## src/rtl/col_parity_pkg.sv

```systemverilog
// rtl/col_parity_pkg.sv - shared widths, mode/state encodings and column parity helper
package col_parity_pkg;

    localparam int SLICE_W = 25;
    localparam int ROWS    = 5;
    localparam int COLS    = 5;

    typedef enum logic [1:0] {
        MODE_THETA  = 2'd0,
        MODE_PARITY = 2'd1,
        MODE_BYPASS = 2'd2,
        MODE_RSVD   = 2'd3
    } mode_e;

    typedef enum logic [1:0] {
        ST_IDLE  = 2'd0,
        ST_LOAD  = 2'd1,
        ST_DRAIN = 2'd2
    } state_e;

    // Bit x of the result is the XOR of column x over all five rows (bit index 5*y + x).
    function automatic logic [COLS-1:0] col_parity(input logic [SLICE_W-1:0] s);
        logic [COLS-1:0] p;
        p = '0;
        for (int y = 0; y < ROWS; y++) begin
            for (int x = 0; x < COLS; x++) begin
                p[x] = p[x] ^ s[COLS*y + x];
            end
        end
        return p;
    endfunction

endpackage

```

## src/rtl/slice_theta.sv

```systemverilog
// rtl/slice_theta.sv - combinational output slice: theta, parity-only or bypass
module slice_theta
    import col_parity_pkg::*;
(
    input  logic [SLICE_W-1:0] slice_a,
    input  logic [COLS-1:0]    par_cur,
    input  logic [COLS-1:0]    par_prev,
    input  logic [1:0]         mode,
    output logic [SLICE_W-1:0] slice_o
);

    logic [SLICE_W-1:0] theta;

    always_comb begin
        theta = '0;
        for (int y = 0; y < ROWS; y++) begin
            for (int x = 0; x < COLS; x++) begin
                theta[COLS*y + x] = slice_a[COLS*y + x]
                                  ^ par_cur[(x + 4) % COLS]
                                  ^ par_prev[(x + 1) % COLS];
            end
        end
    end

    always_comb begin
        slice_o = slice_a;
        case (mode)
            MODE_THETA:  slice_o = theta;
            MODE_PARITY: slice_o = {{(SLICE_W-COLS){1'b0}}, par_cur};
            default:     slice_o = slice_a;
        endcase
    end

endmodule

```

## src/rtl/col_parity_engine.sv

```systemverilog
// rtl/col_parity_engine.sv - load DEPTH slices, then drain theta/parity/bypass results
module col_parity_engine
    import col_parity_pkg::*;
#(
    parameter int DEPTH = 64
) (
    input  logic               clk,
    input  logic               rst,
    input  logic               start,
    input  logic [1:0]         mode,
    output logic               ready,
    input  logic               inValid,
    output logic               inReady,
    input  logic [SLICE_W-1:0] sliceIn,
    output logic               outValid,
    input  logic               outReady,
    output logic [SLICE_W-1:0] sliceOut,
    output logic               done
);

    localparam int             IW   = (DEPTH > 1) ? $clog2(DEPTH) : 1;
    localparam logic [IW-1:0]  LAST = IW'(DEPTH - 1);

    state_e          state_q, state_d;
    logic [IW-1:0]   idx_q, idx_d;
    logic [1:0]      mode_q, mode_d;
    logic            done_q, done_d;

    logic [SLICE_W-1:0] buf_q [DEPTH];
    logic [COLS-1:0]    par_q [DEPTH];

    logic               load_fire;
    logic [IW-1:0]      prev_idx;
    logic [SLICE_W-1:0] theta_slice;

    assign ready     = (state_q == ST_IDLE);
    assign inReady   = (state_q == ST_LOAD);
    assign outValid  = (state_q == ST_DRAIN);
    assign done      = done_q;
    assign load_fire = inReady && inValid;

    always_comb begin
        state_d = state_q;
        idx_d   = idx_q;
        mode_d  = mode_q;
        done_d  = 1'b0;
        case (state_q)
            ST_IDLE: begin
                if (start) begin
                    state_d = ST_LOAD;
                    idx_d   = '0;
                    mode_d  = mode;
                end
            end
            ST_LOAD: begin
                if (inValid) begin
                    if (idx_q == LAST) begin
                        state_d = ST_DRAIN;
                        idx_d   = '0;
                    end else begin
                        idx_d = idx_q + 1'b1;
                    end
                end
            end
            ST_DRAIN: begin
                if (outReady) begin
                    if (idx_q == LAST) begin
                        state_d = ST_IDLE;
                        idx_d   = '0;
                        done_d  = 1'b1;
                    end else begin
                        idx_d = idx_q + 1'b1;
                    end
                end
            end
            default: begin
                state_d = ST_IDLE;
                idx_d   = '0;
            end
        endcase
    end

    always_ff @(posedge clk or negedge rst) begin
        if (!rst) begin
            state_q <= ST_IDLE;
            idx_q   <= '0;
            mode_q  <= 2'd0;
            done_q  <= 1'b0;
        end else begin
            state_q <= state_d;
            idx_q   <= idx_d;
            mode_q  <= mode_d;
            done_q  <= done_d;
        end
    end

    // Storage is intentionally unreset; it is fully rewritten before any drain reads it.
    always_ff @(posedge clk) begin
        if (load_fire) begin
            buf_q[idx_q] <= sliceIn;
            par_q[idx_q] <= col_parity(sliceIn);
        end
    end

    // Slice 0 pairs with slice DEPTH-1; for DEPTH == 1 LAST is 0, so it pairs with itself.
    assign prev_idx = (idx_q == '0) ? LAST : idx_q - 1'b1;

    slice_theta u_slice_theta (
        .slice_a  (buf_q[idx_q]),
        .par_cur  (par_q[idx_q]),
        .par_prev (par_q[prev_idx]),
        .mode     (mode_q),
        .slice_o  (theta_slice)
    );

    assign sliceOut = outValid ? theta_slice : '0;

endmodule

```

## config.mk

```make
export PLATFORM = sky130hd
export DESIGN_NAME = col_parity_engine
export DESIGN_NICKNAME = d
export VERILOG_FILES = /design/src/rtl/col_parity_pkg.sv /design/src/rtl/slice_theta.sv /design/src/rtl/col_parity_engine.sv
export SDC_FILE = /design/constraint.sdc
export NUM_CORES = 2
export LEC_CHECK = 0
export ABC_AREA = 1
export CORE_MARGIN = 2
export CORE_UTILIZATION = 42
export DETAILED_ROUTE_END_ITERATION = 10
export PLACE_DENSITY_LB_ADDON = 0.08
export SKIP_CTS_REPAIR_TIMING = 1
export SYNTH_ARGS = -nofsm -noshare
export SYNTH_HDL_FRONTEND = slang
export SYNTH_SLANG_ARGS = --single-unit
```

## constraint.sdc

```tcl
create_clock -name clk -period 3.8 [get_ports clk]
set_input_delay 0.57 -clock clk [delete_from_list [all_inputs] [get_ports clk]]
set_output_delay 0.57 -clock clk [all_outputs]
set_load 0.01 [all_outputs]
```

==> flow_metrics.py <==
metrics = {
    "run_status": {
        "status": "finished, violations left",
        "violations": "negative setup slack",
    },
    "route": {
        "routedWlPerCell_um": 25.84,
        "wirelength_mm": 323.1,
        "ant_nets": 0,
        "drtPass1Iterations": 6,
        "drc": 0,
        "vias": 66083,
        "drt_iter0_drc": 7236,
        "via_per_inst": 5.286,
    },
    "logic_synthesis": {
        "synth_seq_cells": 1931,
        "synth-seq-area-share": 0.6670,
        "async_flop_share": 0.005697,
        "syn_avg_cell_area_sq_um": 9.589,
        "synthFlopType": "edfxtp_1",
        "synth.distinct_cells": 37,
        "netlist_area_sq_mm": 0.08685,
        "synth-edff-count": 1920,
        "yosysWarnings": 0,
        "postSynthCellCount": 9057,
        "syn_nets": 9095,
    },
    "timing": {
        "setup_viol": 25,
        "worstMarginPinSlew_ps": 1069,
        "grt_setup_unrepaired": "yes",
        "min_period_ps": 4533,
        "setup_ws_ps": -733.5,
        "max_clock_freq_ghz": 0.2206,
        "slew_headroom": 0.2877,
        "hold_viol": 0,
        "finalCritPeriodShare": 1.193,
        "final.setup_skew_ps": 34.23,
        "drv_slew": 0,
    },
    "finish": {
        "final_cells": 12502,
        "fill_cells": 18369,
        "multi_input_area_sq_mm": 0.02705,
        "final_common_cell": "nand2_1",
        "drive_gt1_frac": 0.1617,
        "layout_common_cells": "nand2_1 (5,005), edfxtp_1 (1,920), buf_4 (511), nand3_1 (445), inv_1 (356)",
        "final_util": 0.5183,
        "fin_nets": 9681,
        "ff_latch_area_sq_mm": 0.05794,
        "area.growth.synth_to_final_pct": 22.34,
    },
    "global_routing": {
        "antenna_found_initial": 14,
        "grt-ovfl-total": 0,
        "grt_pass1_vias": 61078,
        "track_usage": 0.2935,
        "grt_pass1_wl_mm": 443.9,
        "grt_max_degree": 65,
    },
    "clocking": {
        "clock_latency_ps": 880,
        "cts_buffer_depth": 3,
        "cts_num_sinks": 1931,
        "cts_tree": "done",
        "numCtsBuffers": 209,
        "htreeDepth": 4,
        "clk_pin_slew_worst_paths_ps": 60,
        "cts-root-buf": "clkbuf_16",
    },
    "placement": {
        "placed_cells": 12012,
        "dp_slack_ps": -699.4,
        "portBuffers": 60,
        "gp_congestion": 0.9585,
        "dp_hpwl_mm": 198.8,
    },
    "floorplan": {
        "design.core.area_sq_mm": 0.2050,
        "start_util": 0.4236,
        "num_io_pins": 61,
        "die_y_um": 458.7,
        "die_x_um": 458.7,
        "dieArea_sq_mm": 0.2104,
        "rows": 166,
    },
    "power": {
        "power_leakage_uw": 0.04495,
        "power_density_mw_per_mm2": 715.6,
        "peakVddDrop_mv": 0.5456,
        "power_uw": 76030,
    },
    "critical_path": {
        "worst-r2r-setup-slack_ps": 760,
        "critPathRequiredTime_ps": 3230,
        "cp-end-kind": "primary output",
        "worstSetupPathType": "register to primary output",
        "rr_endpoint": "buf_q[31][0]",
        "worst_ep_arrival_time_ps": 3960,
        "worstReg2RegStart": "idx_q[1]",
        "r2r_cells": 10,
        "cp-start-kind": "register",
        "cp_max_fo": 10,
    },
    "job": {
        "maxCapViolations": 0,
    },
    "worst_hold_path": {
        "hold_class": "primary input to async pin",
    },
}
==> cells in the mapped netlist (11+ instances only) <==
cell      number  area [sq um]
a21oi_1       35         175.2
buf_2        302          1511
nor2_1       154         578.1
buf_4         39         292.8
buf_6         16         180.2
nand4_1       92         575.6
o21ai_0      175         875.8
edfxtp_1    1920         57660
nand2_1     5230         19630
clkbuf_1      84         315.3
inv_1        361          1355
nand3_2       11         110.1
buf_1         54         202.7
nand3_1      483          2417
dfrtp_1       11         275.3
==> worst max-delay path by stage <==
stage,slack (ps),end,from
after detailed placement,-700,sliceOut[19],idx_q[0]
after global placement,-700,sliceOut[19],idx_q[0]
after global routing,-840,sliceOut[5],idx_q[0]
final,-730,sliceOut[22],idx_q[0]
after floorplan,480,sliceOut[2],idx_q[1]
after CTS,-1650,sliceOut[19],idx_q[0]
==> per-stage QoR <==
| step | setup TNS, ps | hold slack, ps | area [sq um] |
|---|---|---|---|
| 2_1_floorplan | 0 | 274.4 | 86850 |
| 3_3_place_gp | -10650 | 504.4 | 96370 |
| 3_5_place_dp | -9749 | 514.9 | 96370 |
| 4_1_cts | -33570 | 116.6 | 102600 |
| 5_1_grt | -19850 | 126.2 | 106200 |
| 6_report | -16830 | 128.3 | 106300 |
==> state kept, by name (all words and copies together), names as in the netlist <==
| signal | count |
|---|---|
| buf_q | 1600 |
| par_q | 320 |
| idx_q | 6 |
| mode_q | 2 |
| state_q | 2 |
| done | 1 |
==> layer usage <==
metal | GRT usage | vias to the layer above | wire, um
li1 | - | 30731 | -
met1 | 0.4101 | 32339 | 137700
met2 | 0.4662 | 2545 | 148900
met3 | 0.04321 | 466 | 23740
met4 | 0.1057 | 2 | 12720
met5 | 0 | - | 12
==> where the power goes <==
group / total (uW) / switching [uW] / leakage [uW] / internal, uW
logic: 33000 / 21100 / 0.0245 / 11900
registers: 23900 / 76.9 / 0.0174 / 23800
clock network: 19100 / 8570 / 0.00305 / 10600
==> logic make-up after synthesis <==
family,share of synthesized area
compound gates,0.01343
xor+xnor,0.002579
simple gates,0.2705
mux,0.0002449
flops,0.6670
fa+ha+maj,0.0008644
buf+inv,0.04538
==> worst max-delay path, stage by stage, from the launching register on <==
cell and delay [ps]:
dfrtp_4 530, buf_12 170, buf_16 170, buf_16 190, clkbuf_16 190, buf_12 150, nand2_1 70, nand2_1 70
nand2_1 60, nand2_1 50, nand2_1 80, nand2_2 130, nand2_2 110, nand2_1 70, inv_1 90, nand2_1 60
nor2_1 80, nand2_1 70, nand2_2 90, inv_1 50, nand2_1 50, nand3_1 80, a21oi_2 190, buf_4 120
dlymetal6s2s_1 140
==> layout make-up <==
cell class | count | area share
sequential | 1931 | 0.5453
multi-input combinational | 6255 | 0.2546
timing repair buffer | 872 | 0.09590
clock buffer | 261 | 0.05154
tap | 2688 | 0.03165
inverter | 374 | 0.01349
clock inverter | 111 | 0.007254
antenna | 10 | 0.0002355
Power figures use the tool's default switching activity.
